==> config.mk <==
export PLATFORM = sky130hd
export DESIGN_NAME = puzzle_sequencer_flat
export DESIGN_NICKNAME = d
export VERILOG_FILES = /design/src/rtl/puzzle_sequencer_if.sv /design/src/rtl/puzzle_sequencer.sv /design/src/flat_wrapper.sv
export SDC_FILE = /design/constraint.sdc
export NUM_CORES = 1
export LEC_CHECK = 0
export ABC_CLOCK_PERIOD_IN_PS = 5700
export BUFFER_PORTS_ARGS = -buffer_cell sky130_fd_sc_hd__clkbuf_2
export CORE_MARGIN = 2
export CORE_UTILIZATION = 35
export DETAILED_ROUTE_END_ITERATION = 6
export MAX_ROUTING_LAYER = met4
export PLACE_DENSITY = 0.64
export SYNTH_ARGS = -nofsm -noshare
export SYNTH_HDL_FRONTEND = slang
export SYNTH_SLANG_ARGS = --single-unit
==> constraint.sdc <==
create_clock -name clk -period 5.7 [get_ports clk]
set_clock_uncertainty 0.05 [all_clocks]
set_input_delay 0.855 -clock clk [delete_from_list [all_inputs] [get_ports clk]]
set_output_delay 0.855 -clock clk [all_outputs]
set_load 0.01 [all_outputs]
==> src/rtl/puzzle_sequencer_if.sv <==
// Reader, solver-slot and output-stream signals of the puzzle sequencer.
// The master modport is the sequencer side; slave is the environment side.
interface puzzle_sequencer_if #(
  parameter int NUM_SOLVERS  = 2,
  parameter int RESULT_WIDTH = 16,
  parameter int SUM_WIDTH    = 32
);
  logic                                rd_start;
  logic                                rd_done;
  logic                                rd_last;
  logic [NUM_SOLVERS-1:0]              sv_start;
  logic [NUM_SOLVERS-1:0]              sv_ready;
  logic [NUM_SOLVERS*RESULT_WIDTH-1:0] sv_result;
  logic [NUM_SOLVERS-1:0]              sv_ack;
  logic                                wr_valid;
  logic [SUM_WIDTH-1:0]                wr_data;
  logic                                wr_last;
  logic                                wr_ready;

  modport master (
    output rd_start, sv_start, sv_ack, wr_valid, wr_data, wr_last,
    input  rd_done, rd_last, sv_ready, sv_result, wr_ready
  );

  modport slave (
    input  rd_start, sv_start, sv_ack, wr_valid, wr_data, wr_last,
    output rd_done, rd_last, sv_ready, sv_result, wr_ready
  );
endinterface

==> src/rtl/puzzle_sequencer.sv <==
// Fetches records from a reader, dispatches them round-robin to solver slots,
// and retires results strictly in order as beats (MODE 0) or one summed beat (MODE 1).
module puzzle_sequencer #(
  parameter int NUM_SOLVERS  = 2,
  parameter int RESULT_WIDTH = 16,
  parameter int SUM_WIDTH    = 32,
  parameter int MODE         = 0
) (
  input  logic                  clk,
  input  logic                  rst,
  puzzle_sequencer_if.master    bus,
  output logic                  done
);
  localparam int PTR_W = (NUM_SOLVERS > 1) ? $clog2(NUM_SOLVERS) : 1;
  localparam int OCC_W = $clog2(NUM_SOLVERS + 1);
  localparam logic [PTR_W-1:0] PTR_MAX  = PTR_W'(NUM_SOLVERS - 1);
  localparam logic [OCC_W-1:0] OCC_FULL = OCC_W'(NUM_SOLVERS);

  typedef enum logic [2:0] {INIT, READ, WAIT_READ, DISPATCH, HOLD, DONE} state_t;

  state_t                  state, state_nx;
  logic [PTR_W-1:0]        disp_ptr, retire_ptr, last_tag_ptr;
  logic [OCC_W-1:0]        occupancy, occ_next;
  logic                    last_seen, last_tag_valid;
  logic [SUM_WIDTH-1:0]    sum;
  logic                    wr_valid_q, wr_last_q, ack_pend;
  logic [SUM_WIDTH-1:0]    wr_data_q;
  logic [RESULT_WIDTH-1:0] held_result;
  logic [RESULT_WIDTH-1:0] results [NUM_SOLVERS];
  logic [RESULT_WIDTH-1:0] slot_result;
  logic                    rd_start_c, dispatch, retire, beat_accept, final_accept;
  logic                    slot_ready, capture, is_last_slot;

  function automatic logic [PTR_W-1:0] wrap_inc(input logic [PTR_W-1:0] p);
    return (p == PTR_MAX) ? '0 : p + 1'b1;
  endfunction

  for (genvar i = 0; i < NUM_SOLVERS; i++) begin : g_res
    assign results[i] = bus.sv_result[i*RESULT_WIDTH +: RESULT_WIDTH];
  end

  // Only the slot at retire_ptr may retire; other ready slots wait their turn.
  assign slot_result  = results[retire_ptr];
  assign is_last_slot = last_tag_valid && (retire_ptr == last_tag_ptr);
  assign slot_ready   = bus.sv_ready[retire_ptr] && (occupancy != '0) && (state != DONE);
  assign capture      = slot_ready && !wr_valid_q && !ack_pend;
  assign dispatch     = (state == DISPATCH);
  assign beat_accept  = wr_valid_q && bus.wr_ready;
  assign retire       = (MODE == 0) ? beat_accept : ack_pend;
  assign final_accept = beat_accept && wr_last_q;
  assign occ_next     = occupancy + OCC_W'(dispatch) - OCC_W'(retire);

  always_ff @(posedge clk or posedge rst) begin
    if (rst) state <= INIT;
    else     state <= state_nx;
  end

  always_comb begin
    state_nx   = state;
    rd_start_c = 1'b0;
    case (state)
      INIT:      state_nx = READ;
      READ: begin
        rd_start_c = 1'b1;
        state_nx   = bus.rd_done ? DISPATCH : WAIT_READ;
      end
      WAIT_READ: if (bus.rd_done) state_nx = DISPATCH;
      DISPATCH:  state_nx = (last_seen || occ_next == OCC_FULL) ? HOLD : READ;
      HOLD: begin
        if (final_accept)                              state_nx = DONE;
        else if (occupancy < OCC_FULL && !last_seen)   state_nx = READ;
      end
      DONE:      state_nx = DONE;
      default:   state_nx = INIT;
    endcase
  end

  always_ff @(posedge clk or posedge rst) begin
    if (rst) begin
      disp_ptr       <= '0;
      retire_ptr     <= '0;
      occupancy      <= '0;
      last_seen      <= 1'b0;
      last_tag_valid <= 1'b0;
      last_tag_ptr   <= '0;
      sum            <= '0;
      wr_valid_q     <= 1'b0;
      wr_data_q      <= '0;
      wr_last_q      <= 1'b0;
      ack_pend       <= 1'b0;
      held_result    <= '0;
    end else begin
      occupancy <= occ_next;
      if ((state == READ || state == WAIT_READ) && bus.rd_done)
        last_seen <= bus.rd_last;
      if (dispatch) begin
        disp_ptr <= wrap_inc(disp_ptr);
        if (last_seen) begin
          last_tag_valid <= 1'b1;
          last_tag_ptr   <= disp_ptr;
        end
      end
      if (retire) retire_ptr <= wrap_inc(retire_ptr);
      if (MODE == 0) begin
        if (capture) begin
          wr_valid_q <= 1'b1;
          wr_data_q  <= SUM_WIDTH'(slot_result);
          wr_last_q  <= is_last_slot;
        end else if (beat_accept) begin
          wr_valid_q <= 1'b0;
        end
      end else begin
        // Results are folded into the sum on the ack cycle; only the last slot emits a beat.
        ack_pend <= capture;
        if (capture) held_result <= slot_result;
        if (ack_pend) begin
          sum <= sum + SUM_WIDTH'(held_result);
          if (is_last_slot) begin
            wr_valid_q <= 1'b1;
            wr_data_q  <= sum + SUM_WIDTH'(held_result);
            wr_last_q  <= 1'b1;
          end
        end else if (beat_accept) begin
          wr_valid_q <= 1'b0;
        end
      end
    end
  end

  assign bus.rd_start = rd_start_c;
  assign bus.sv_start = dispatch ? (NUM_SOLVERS'(1) << disp_ptr) : '0;
  assign bus.sv_ack   = (retire && state != DONE) ? (NUM_SOLVERS'(1) << retire_ptr) : '0;
  assign bus.wr_valid = wr_valid_q;
  assign bus.wr_data  = wr_data_q;
  assign bus.wr_last  = wr_last_q;
  assign done         = (state == DONE);
endmodule

==> src/flat_wrapper.sv <==
// flat-port wrapper written by rule: the top's interface ports become plain ports
module puzzle_sequencer_flat 
#(
  parameter int NUM_SOLVERS  = 2,
  parameter int RESULT_WIDTH = 16,
  parameter int SUM_WIDTH    = 32,
  parameter int MODE         = 0
)
  (clk, rst, done, bus_rd_start, bus_sv_start, bus_sv_ack, bus_wr_valid, bus_wr_data, bus_wr_last, bus_rd_done, bus_rd_last, bus_sv_ready, bus_sv_result, bus_wr_ready);
  puzzle_sequencer_if #(.NUM_SOLVERS(NUM_SOLVERS), .RESULT_WIDTH(RESULT_WIDTH), .SUM_WIDTH(SUM_WIDTH)) bus_i ();
  input  logic clk;
  input  logic rst;
  output logic done;
  output wire logic [$bits(bus_i.rd_start)-1:0] bus_rd_start;
  output wire logic [$bits(bus_i.sv_start)-1:0] bus_sv_start;
  output wire logic [$bits(bus_i.sv_ack)-1:0] bus_sv_ack;
  output wire logic [$bits(bus_i.wr_valid)-1:0] bus_wr_valid;
  output wire logic [$bits(bus_i.wr_data)-1:0] bus_wr_data;
  output wire logic [$bits(bus_i.wr_last)-1:0] bus_wr_last;
  input wire logic [$bits(bus_i.rd_done)-1:0] bus_rd_done;
  input wire logic [$bits(bus_i.rd_last)-1:0] bus_rd_last;
  input wire logic [$bits(bus_i.sv_ready)-1:0] bus_sv_ready;
  input wire logic [$bits(bus_i.sv_result)-1:0] bus_sv_result;
  input wire logic [$bits(bus_i.wr_ready)-1:0] bus_wr_ready;
  assign bus_rd_start = bus_i.rd_start;
  assign bus_sv_start = bus_i.sv_start;
  assign bus_sv_ack = bus_i.sv_ack;
  assign bus_wr_valid = bus_i.wr_valid;
  assign bus_wr_data = bus_i.wr_data;
  assign bus_wr_last = bus_i.wr_last;
  assign bus_i.rd_done = bus_rd_done;
  assign bus_i.rd_last = bus_rd_last;
  assign bus_i.sv_ready = bus_sv_ready;
  assign bus_i.sv_result = bus_sv_result;
  assign bus_i.wr_ready = bus_wr_ready;
  puzzle_sequencer #(.NUM_SOLVERS(NUM_SOLVERS), .RESULT_WIDTH(RESULT_WIDTH), .SUM_WIDTH(SUM_WIDTH), .MODE(MODE)) u_core (.clk(clk), .rst(rst), .bus(bus_i), .done(done));
endmodule
## After elaboration in Yosys (flattened, before gate mapping)

Cells that the tools add are included.

| operators by class | value |
|---|---|
| equal/unequal tests | 10 |
| muxes and demuxes | 18 |
| shift operators | 2 |
| $add $sub $neg | 4 |
| magnitude comparators | 3 |
| bitwise logic cells | 1 |
| reductions and logical operators | 18 |

Operator list:

| cell | count |
|---|---|
| two-way mux 16 bit | 3 |
| one-hot mux 3 bit (6 select lines) | 1 |
| two-way mux 3 bit | 4 |
| logical AND 1 bit | 9 |
| two-way mux 1 bit | 8 |
| equality test 3 x 2 -> 1 bit (second input constant) | 2 |
| equality test 3 bit (second input constant) | 2 |
| two-way mux 2 bit | 2 |
| AND reduction 2 bit | 2 |
| nonzero test 2 bit | 2 |
| left shift 1 x 1 -> 2 bit (first input constant) | 2 |
| equality test 3 x 1 -> 1 bit (second input constant) | 1 |
| logical NOT 3 bit | 1 |
| != test 3 x 1 -> 1 bit (second input constant) | 1 |
| != test 3 bit (second input constant) | 1 |
| adder 1 bit (second input constant) | 2 |
| adder 2 x 1 -> 2 bit | 1 |
| equality test 2 bit (second input constant) | 1 |
| >= comparator 2 bit (second input constant) | 1 |
| logical NOT 1 bit | 2 |
| logical OR 1 bit | 2 |
| < comparator 1 x 2 -> 1 bit (second input constant) | 1 |
| < comparator 2 bit (second input constant) | 1 |
| != test 2 bit (second input constant) | 1 |
| 3 further kinds | 3 |

| storage, ports and cells | value |
|---|---|
| logic and storage cells | 66 |
| output and inout port bits | 40 |
| bits in registers | 28 |

## Logic depth before layout (Yosys ltp)

Gate-level depths: netlist of run 1.

| logic depth | value |
|---|---|
| depth in word-level cells | 7 |
| depth in mapped cells | 7 |
| mapped depth without buffers | 7 |

## Worst setup path after synthesis of run 1

OpenSTA, ideal clock, no wires.

| timing path | value |
|---|---|
| kind | input port to output port |
| start | input bus_wr_ready |
| end | output bus_sv_ack[1] |
| cell stages on the path | 2 |
| setup slack | 3521 ps |
| data arrival time | 1274 ps |
| required time | 4795 ps |
| path through | nand2_1 -> nor3b_1 |

| between the ends | value |
|---|---|
| word-level cells in the longest chain between the ends | 3 |

RTL lines:

| item | line | text |
|---|---|---|
| from (decl) | flat_wrapper.sv:24 | `input wire logic [$bits(bus_i.wr_ready)-1:0] bus_wr_ready;` |
| logical AND 1 bit | puzzle_sequencer.sv:48 | `assign beat_accept = wr_valid_q && bus.wr_ready;` |
| logical AND 1 bit | puzzle_sequencer.sv:132 | `assign bus.sv_ack = (retire && state != DONE) ? (NUM_SOLVERS'(1) << retire_ptr) : '0;` |
| two-way mux 2 bit | puzzle_sequencer.sv:132 |  |
| to (decl) | flat_wrapper.sv:16 | `output wire logic [$bits(bus_i.sv_ack)-1:0] bus_sv_ack;` |

Every way passes these cells.

## Final worst setup path of run 1

| timing path | value |
|---|---|
| start | register u_core.retire_ptr |
| end | register u_core.wr_data_q[1], in the netlist u_core.bus.wr_data[1] |

| between the ends | value |
|---|---|
| word-level cells in the longest chain between the ends | 5 |
| elaborated cells on any way between the ends | 9 |
| those cells by class | mux: 5; bitwise: 1; reduce/logical: 3 |

RTL lines:

| item | line | text |
|---|---|---|
| from (decl) | puzzle_sequencer.sv:22 | `logic [PTR_W-1:0] disp_ptr, retire_ptr, last_tag_ptr;` |
| from (signal assigned) | puzzle_sequencer.sv:103 | `if (retire) retire_ptr <= wrap_inc(retire_ptr);` |
| two-way mux 1 bit (not written as such) (2 in a row) | puzzle_sequencer.sv:45 | `assign slot_ready = bus.sv_ready[retire_ptr] && (occupancy != '0) && (state != DONE);` |
| logical AND 1 bit (2 in a row) | puzzle_sequencer.sv:45 |  |
| logical AND 1 bit | puzzle_sequencer.sv:46 | `assign capture = slot_ready && !wr_valid_q && !ack_pend;` |
| to (signal assigned) | puzzle_sequencer.sv:107 | `wr_data_q <= SUM_WIDTH'(slot_result);` |
| to (signal assigned) | puzzle_sequencer.sv:120 | `wr_data_q <= sum + SUM_WIDTH'(held_result);` |
| to (decl) | puzzle_sequencer.sv:27 | `logic [SUM_WIDTH-1:0] wr_data_q;` |

Parallel ways exist; a longest one is shown, timed or not. The select of a mux whose other input is x is not followed.
A chain may end at the register's enable or synchronous reset.

==> reports/results.tsv, run 1 <==
metric	value	unit
status	complete, no violations	
area_growth	20.7	%
yosysSeqAreaShare	0.440	
cts_root_buf	clkbuf_8	
core_area	0.00435	mm²
cts_inserted_buffers	3	
cts_setup_buffers	0	
ant_nets	0	
grt_max_degree	29	
rsz0062_at_grt	no	
setup_viol	0	
ys_top_cells_by_area	dfrtp_1 44%, mux2_2 24%, buf_4 8.0%	
ctsResizeCount	0	
max_cap_viol_count	0	
syn_area	0.00159	mm²
ios	79	
clock_latency	0.27	ns
leakagePower	0.966	nW
vias	1111	
synth_area_leader_cell	dfrtp_1	
start_util	0.366	
drt-total-wl	2840	µm
path_delay_family	simple AND/OR/NAND/NOR gates	
asyncSetResetFlopFracSynth	1.00	
min_from	u_core.last_tag_valid$_DFFE_PP0P_	
worstRegToRegCells	3	
fin_nets	233	
synth_warnings	0	
path_clk_slew	0.10	ns
power.density	548	mW/mm²
clock_sinks	28	
cp.required	5.81	ns
dieArea	0.00510	mm²
syn-instance-count	134	
ir_drop	0.215	mV
cts_buffer_depth	2	
tns	0	ns
setup.worst_path.start_class	flop	
first_iter_violations	63	
ys.flop_type	dfrtp_1	
port_buffers	62	
p_total	1.05	mW
gr-usage-all-layers	0.119	
ctsHoldBuffers	0	
path_buf_inv	0	
antenna_cells	0	
path_cells	mux2i_1, nor4_4, mux2_2	
die_x	71.4	µm
grt_pass1_vias	1020	
grt_first_pass_wirelength	4690	µm
synth_top_area_frac	0.440	
synth_commonest_cells	34 x mux2_2, 28 x dfrtp_1, 17 x buf_4, 7 x inv_1	
r2r_start	u_core.retire_ptr$_DFFE_PP0P_	
hold_class	flop to flop	
ys_types	35	
yosysMostFrequentCell	mux2_2	
gr-total-overflow	0	
die_h	71.4	µm
cts_tree	done	
relSlewSlack	0.280	
hold_end	u_core.last_tag_valid$_DFFE_PP0P_	
crit_arrival	2.78	ns
globalplace.congestion	0.767	
antenna_found_initial	0	
fmax	375	MHz
hpwl	2160	µm
finalHoldViolations	0	
placementRows	24	
synth_edf_count	0	
period_needed	2.67	ns
worstSetupPathType	flop to flop	
min_period_over_period	0.468	
reg2reg_to	u_core.bus.wr_data[1]$_DFFE_PP0P_	
wl_per_cell	11.6	µm
tightest_slew	1.07	ns
drc	0	
hold_path_depth	1	
vias_per_cell	4.55	
crit_slowest_cell	nor4_4	
crit_path_max_fanout	21	
firstDrtPassIters	4	
cts_max_level	1	
synth-seq-cells	28	
max_stage_delay	0.96	ns
rrSetupSlack	3.03	ns
worst_setup_path_end_kind	flop	
syn_area_per_cell	11.9	µm²
slew_viol_final	0	
drive_gt1_frac	0.536	
-- cell usage in the layout, fill, tap and decap left out, drive strengths merged, types with 2 or more instances in the layout --
cell type  synthesis  layout
nor2               4       4
mux2i              2       2
mux2              34      34
inv                7       7
nand3b             2       2
nor3               2       2
conb               1      16
clkbuf             1      65
xnor2              5       5
nand2              5       5
dfrtp             28      28
nor3b              2       2
-- kinds of logic after synthesis --
family | share of synthesized area
AO/OA/AOI/OAI | 0.0527
XOR/XNOR | 0.0330
adder cells (fa/ha/maj) | 0.00786
buffers and inverters | 0.126
flip-flops | 0.440
multiplexers | 0.253
other | 0.00236
AND/OR/NAND/NOR | 0.0849
-- per-stage QoR --
| step | setup WS (ns) | instance area (µm²) | hold slack, ns | instances | util |
|---|---|---|---|---|---|
| 2_1_floorplan | 3.52 | 1650 | 0.385 | 149 | - |
| 3_3_place_gp | 2.95 | 1850 | 0.411 | 240 | 0.425 |
| 3_5_place_dp | 2.94 | 1850 | 0.413 | 240 | 0.425 |
| 4_1_cts | 2.93 | 1920 | 0.437 | 244 | 0.441 |
| 5_1_grt | 2.74 | 1920 | 0.479 | 244 | 0.441 |
| 6_report | 3.03 | 1920 | 0.426 | 244 | 0.441 |
-- worst max-delay path by stage --
stage | startpoint | to | cells past startpoint
3_3_place_gp | u_core.retire_ptr$_DFFE_PP0P_ | u_core.bus.wr_data[7]$_DFFE_PP0P_ | 3
4_1_cts | u_core.retire_ptr$_DFFE_PP0P_ | u_core.bus.wr_data[1]$_DFFE_PP0P_ | 3
3_5_place_dp | u_core.retire_ptr$_DFFE_PP0P_ | u_core.bus.wr_data[1]$_DFFE_PP0P_ | 3
5_1_grt | u_core.retire_ptr$_DFFE_PP0P_ | u_core.bus.wr_data[1]$_DFFE_PP0P_ | 3
6_report | u_core.retire_ptr$_DFFE_PP0P_ | u_core.bus.wr_data[1]$_DFFE_PP0P_ | 3
2_1_floorplan | bus_wr_ready | bus_sv_ack[1] | 2
-- flip-flops by register name (all words and copies together), names as in the netlist --
name	cells
u_core.last_tag_valid	1
u_core.occupancy	2
u_core.retire_ptr	1
u_core.bus.wr_data	16
u_core.last_tag_ptr	1
u_core.disp_ptr	1
u_core.bus.wr_valid	1
u_core.state	3
u_core.last_seen	1
u_core.bus.wr_last	1
-- metal layers --
metal / wire length [µm] / GRT usage / vias to the layer above
met5: 0 / - / -
met4: 32 / 0.0335 / 0
met3: 273 / 0.0422 / 5
met2: 1300 / 0.170 / 56
met1: 1240 / 0.160 / 509
li1: - / - / 541
-- layout make-up --
class                           instances  area [µm²]
Clock buffer                            3        41.3
Clock inverter                          1        30.0
Fill cell                             429        2430
Inverter                                7        26.3
Multi-Input combinational cell         91         747
Sequential cell                        28         701
Tap cell                               52        65.1
Timing Repair Buffer                   62         310
-- report_power, final --
part           leakage (nW)  switching, mW  total, mW  internal (mW)
combinational         0.601          0.206      0.484          0.278
sequential            0.329          0.111      0.414          0.303
clock                0.0357         0.0613      0.155         0.0940
total                 0.966          0.378       1.05          0.675
No activity file was read; power rests on OpenSTA's default activity.
==> inputs of run 2 (changes only) <==
--- a/config.mk
+++ b/config.mk
@@ -5,13 +5,13 @@
 export SDC_FILE = /design/constraint.sdc
 export NUM_CORES = 1
 export LEC_CHECK = 0
-export ABC_CLOCK_PERIOD_IN_PS = 5700
+export ABC_CLOCK_PERIOD_IN_PS = 2300
 export BUFFER_PORTS_ARGS = -buffer_cell sky130_fd_sc_hd__clkbuf_2
 export CORE_MARGIN = 2
 export CORE_UTILIZATION = 35
 export DETAILED_ROUTE_END_ITERATION = 6
 export MAX_ROUTING_LAYER = met4
-export PLACE_DENSITY = 0.64
+export PLACE_DENSITY = 0.66
 export SYNTH_ARGS = -nofsm -noshare
 export SYNTH_HDL_FRONTEND = slang
 export SYNTH_SLANG_ARGS = --single-unit
==> constraint.sdc (replaced) <==
create_clock -name clk -period 2.3 [get_ports clk]
set_clock_uncertainty 0.05 [all_clocks]
set_input_delay 0.345 -clock clk [delete_from_list [all_inputs] [get_ports clk]]
set_output_delay 0.345 -clock clk [all_outputs]
set_load 0.01 [all_outputs]
==> reports/results.tsv, run 2 (synthesized netlist as in run 1, its figures left out) <==
metric	value	unit	change
status	complete, no violations		unchanged
min_period_over_period	0.827		was 0.468
die_h	71.4	µm	unchanged
final_cell_mix	62 x clkbuf_2, 34 x mux2_2, 28 x dfrtp_1		unchanged
cts_max_level	1		unchanged
multiInputGateArea	747	µm²	unchanged
cts_tree	done		unchanged
antenna_found_initial	0		unchanged
path_clk_slew	0.10	ns	about the same
die_x	71.4	µm	unchanged
slew_viol_final	0		unchanged
clock_latency	0.27	ns	about the same
worst_setup_path_end_kind	flop		unchanged
clock_sinks	28		unchanged
globalplace.congestion	0.843		was 0.767
crit_path_max_fanout	10		was 21
ctsHoldBuffers	0		unchanged
tns	0	ns	unchanged
crit_arrival	2.02	ns	was 2.78 ns
drive_gt1_frac	0.544		was 0.536
setup_viol	0		unchanged
antenna_cells	0		unchanged
grt_max_degree	29		unchanged
hpwl	2260	µm	was 2160 µm
start_util	0.366		unchanged
area_growth	22.1	%	was 20.7%
fin_util	0.446		was 0.441
p_int	1.69	mW	was 675 µW
nFillCells	422		was 429
cp.required	2.42	ns	was 5.81 ns
wl_per_cell	12.3	µm	was 11.6 µm
worstSetupPathType	flop to flop		unchanged
setup.worst_path.start_class	flop		unchanged
fmax	525	MHz	was 375 MHz
grt_first_pass_wirelength	5180	µm	was 4690 µm
largest_register_ff_count	16		unchanged
hold_class	input pin to asynchronous set/reset pin		was flop to flop
pwr-share-clk	0.146		was 0.147
firstDrtPassIters	4		unchanged
grt_pass1_vias	1176		was 1020
port_buffers	62		unchanged
ant_nets	0		unchanged
p_comb_frac	0.492		was 0.460
ctsResizeCount	0		unchanged
final_common_cell	clkbuf_2		unchanged
core_area	0.00435	mm²	unchanged
rsz0062_at_grt	no		unchanged
drt-total-wl	3040	µm	was 2840 µm
cts_setup_buffers	0		unchanged
power.density	1370	mW/mm²	was 548 mW/mm²
cts_root_buf	clkbuf_8		unchanged
p_seq_frac	0.362		was 0.393
leakagePower	0.981	nW	was 0.966 nW
vias	1168		was 1111
switching_share	0.363		was 0.359
dieArea	0.00510	mm²	unchanged
vias_per_cell	4.73		was 4.55
cts_buffer_depth	2		unchanged
drc	0		unchanged
regArea	701	µm²	unchanged
first_iter_violations	22		was 63
period_needed	1.90	ns	was 2.67 ns
gr-usage-all-layers	0.129		was 0.119
fin_nets	236		was 233
cts_inserted_buffers	3		unchanged
gr-total-overflow	0		unchanged
finalHoldViolations	0		unchanged
switching_power	966	µW	was 378 µW
placementRows	24		unchanged
ir_drop	0.507	mV	was 0.215 mV
ios	79		unchanged
max_cap_viol_count	0		unchanged
-- run 2: critical path: stages (launching register included) --
cell	delay (ns)
dfrtp_1	0.48
nand3b_1	0.26
inv_1	0.17
ha_1	0.18
xor2_1	0.18
xnor2_1	0.13
a311o_1	0.35
-- run 2: path summary, 6_finish.rpt --
path	from	endpoint	slack (ns)	cells past startpoint
max reg2reg	u_core.state[2]$_DFFE_PP0P_	u_core.state[2]$_DFFE_PP0P_	0.40	6
min in group clk	bus_rd_last	u_core.last_seen$_DFFE_PP0P_	0.25	2
max	u_core.state[2]$_DFFE_PP0P_	u_core.state[2]$_DFFE_PP0P_	0.40	6
max in group asynchronous	rst	u_core.bus.wr_data[0]$_DFFE_PP0P_	1.88	3
min reg2reg	u_core.last_tag_valid$_DFFE_PP0P_	u_core.last_tag_valid$_DFFE_PP0P_	0.43	1
min	rst	u_core.bus.wr_data[6]$_DFFE_PP0P_	0.05	3
-- run 2: power by group through the flow --
stage	Sequential (mW)	Combinational, mW	Clock [mW]
6_report	0.962	1.31	0.389
5_1_grt	1.01	1.44	0.419
4_1_cts	0.965	1.33	0.404
3_5_place_dp	0.973	1.33	0
3_3_place_gp	0.967	1.31	0
2_1_floorplan	0.977	0.985	0
-- run 2: layer usage --
metal / GRT usage / share of wire / vias to the layer above
li1: - / - / 554
met1: 0.165 / 0.46 / 555
met2: 0.210 / 0.45 / 57
met3: 0.0211 / 0.080 / 2
met4: 0.0419 / 0.0085 / 0
met5: - / 0 / -
-- run 2: area by class of cell --
| class | instances | area share |
|---|---|---|
| Multi-Input combinational cell | 91 | 0.384 |
| Timing Repair Buffer | 65 | 0.171 |
| Inverter | 7 | 0.0135 |
| Tap cell | 52 | 0.0335 |
| Clock buffer | 3 | 0.0212 |
| Clock inverter | 1 | 0.0155 |
| Sequential cell | 28 | 0.361 |
-- run 2: stage by stage --
step	instance area (µm²)	hold slack [ns]	power, mW	setup WS, ns	instances
finish	1940	0.0541	2.66	0.397	247
global route	1940	0.0979	2.87	0.241	247
CTS	1940	0.0645	2.70	0.401	247
detailed placement	1870	0.369	2.30	0.413	243
global placement	1870	0.366	2.28	0.475	243
floorplan	1650	0.360	1.96	0.427	149
==> inputs of run 3 (changes only) <==
--- a/config.mk
+++ b/config.mk
@@ -5,13 +5,13 @@
 export SDC_FILE = /design/constraint.sdc
 export NUM_CORES = 1
 export LEC_CHECK = 0
-export ABC_CLOCK_PERIOD_IN_PS = 2300
+export ABC_CLOCK_PERIOD_IN_PS = 2000
 export BUFFER_PORTS_ARGS = -buffer_cell sky130_fd_sc_hd__clkbuf_2
 export CORE_MARGIN = 2
 export CORE_UTILIZATION = 35
 export DETAILED_ROUTE_END_ITERATION = 6
 export MAX_ROUTING_LAYER = met4
-export PLACE_DENSITY = 0.66
+export PLACE_DENSITY = 0.64
 export SYNTH_ARGS = -nofsm -noshare
 export SYNTH_HDL_FRONTEND = slang
 export SYNTH_SLANG_ARGS = --single-unit
==> constraint.sdc (replaced) <==
create_clock -name clk -period 2 [get_ports clk]
set_clock_uncertainty 0.05 [all_clocks]
set_input_delay 0.3 -clock clk [delete_from_list [all_inputs] [get_ports clk]]
set_output_delay 0.3 -clock clk [all_outputs]
set_load 0.01 [all_outputs]
==> reports/results.tsv, run 3 (synthesized netlist as in run 1, its figures left out) <==
metric	value	unit	change
clock_sinks	28		unchanged
leakagePower	0.989	nW	was 0.981 nW
hpwl	2270	µm	was 2260 µm
worstSetupPathType	flop to flop		unchanged
drc	0		unchanged
ant_nets	0		unchanged
final_common_cell	clkbuf_2		unchanged
cp.required	2.11	ns	was 2.42 ns
crit_slowest_cell	dfrtp_1		unchanged
finalHoldViolations	0		unchanged
dp_cells	244		was 243
slew_viol_final	0		unchanged
drive_gt1_frac	0.546		was 0.544
setup_viol	0		unchanged
vias_per_cell	4.64		was 4.73
antenna_found_initial	0		unchanged
setup.worst_path.start_class	flop		unchanged
path_cells	nand3b_1, inv_1, ha_1, xor2_1, xnor2_1, a311o_1		unchanged
status	complete, no violations		unchanged
clock_latency	0.27	ns	about the same
ctsResizeCount	0		unchanged
globalplace.congestion	0.818		was 0.843
period_needed	1.85	ns	was 1.90 ns
ios	79		unchanged
cts_root_buf	clkbuf_8		unchanged
gr-total-overflow	0		unchanged
worst_setup_path_end_kind	flop		unchanged
firstDrtPassIters	4		unchanged
ir_drop	0.777	mV	was 0.507 mV
cts_max_level	1		unchanged
crit_arrival	1.96	ns	was 2.02 ns
antenna_cells	0		unchanged
max_cap_viol_count	0		unchanged
final_cell_mix	62 x clkbuf_2, 34 x mux2_2, 28 x dfrtp_1		unchanged
power.density	1580	mW/mm²	was 1370 mW/mm²
drt-total-wl	3010	µm	was 3040 µm
max_stage_delay	0.50	ns	was 0.48 ns
place_area	0.00189	mm²	was 0.00187 mm²
dieArea	0.00510	mm²	unchanged
path_buf_inv	1		unchanged
min_period_over_period	0.924		was 0.827
cts_setup_buffers	0		unchanged
largest_register_ff_count	16		unchanged
vias	1150		was 1168
grt_first_pass_wirelength	5150	µm	was 5180 µm
area_growth	23.3	%	was 22.1%
detailedPlace.worstSlack	0.173	ns	was 0.413 ns
setup_ws	0.152	ns	was 0.397 ns
hold_class	input pin to asynchronous set/reset pin		unchanged
wl_per_cell	12.1	µm	was 12.3 µm
start_util	0.366		unchanged
path_delay_family	flip-flops		unchanged
rsz0062_at_grt	no		unchanged
grt_max_degree	29		unchanged
cts_buffer_depth	2		unchanged
grt_pass1_vias	1099		was 1176
fin_util	0.451		was 0.446
tns	0	ns	unchanged
finalInstanceArea	0.00196	mm²	was 0.00194 mm²
ctsHoldBuffers	0		unchanged
crit_path_max_fanout	9		was 10
fin_cells	248		was 247
die_h	71.4	µm	unchanged
cts_tree	done		unchanged
core_area	0.00435	mm²	unchanged
first_iter_violations	33		was 22
gr-usage-all-layers	0.132		was 0.129
nFillCells	402		was 422
path_clk_slew	0.09	ns	was 0.10 ns
port_buffers	62		unchanged
fin_nets	237		was 236
cts_inserted_buffers	3		unchanged
fmax	541	MHz	was 525 MHz
placementRows	24		unchanged
die_x	71.4	µm	unchanged
## run 3: per-stage QoR
step	power (mW)	hold WS, ns
global route	3.35	0.0385
CTS	3.15	0.0108
floorplan	2.26	0.315
finish	3.10	0.00233
detailed placement	2.68	0.323
global placement	2.67	0.321
## run 3: worst paths after layout
path                                                         from                                 end  slack (ns)  cells past startpoint
worst min-delay path                                          rst   u_core.bus.wr_data[5]$_DFFE_PP0P_       0.002                      3
max in group asynchronous                                     rst  u_core.bus.wr_data[11]$_DFFE_PP0P_        1.64                      3
min in group clk                                      bus_rd_last        u_core.last_seen$_DFFE_PP0P_        0.21                      2
worst min register to register  u_core.last_tag_valid$_DFFE_PP0P_   u_core.last_tag_valid$_DFFE_PP0P_        0.42                      1
worst max-delay path                  u_core.state[1]$_DFFE_PP0P_         u_core.state[2]$_DFFE_PP0P_        0.15                      6
worst max register to register        u_core.state[1]$_DFFE_PP0P_         u_core.state[2]$_DFFE_PP0P_        0.15                      6
## run 3: metal layers
layer | GRT usage | wire length [µm]
met1 | 0.162 | 1270
met2 | 0.223 | 1480
met3 | 0.0169 | 235
met4 | 0.0461 | 23
met5 | - | 0
## run 3: cell type report
cell class	count	area, µm²	area share
clock buffer	3	41.3	0.0210
multi-input combinational	91	747	0.380
clock inverter	1	30.0	0.0153
tap	52	65.1	0.0331
sequential	28	701	0.357
timing repair buffer	66	353	0.180
inverter	7	26.3	0.0134
## run 3: tightest hold or removal path: cells and delay by family
kind | cells | cell delay [ns]
buffers and inverters | 3 | 0.44
## run 3: power breakdown
part | internal [mW] | switching, mW | total, mW
Clock | 0.268 | 0.174 | 0.441
Sequential | 0.867 | 0.227 | 1.09
Combinational | 0.853 | 0.712 | 1.56
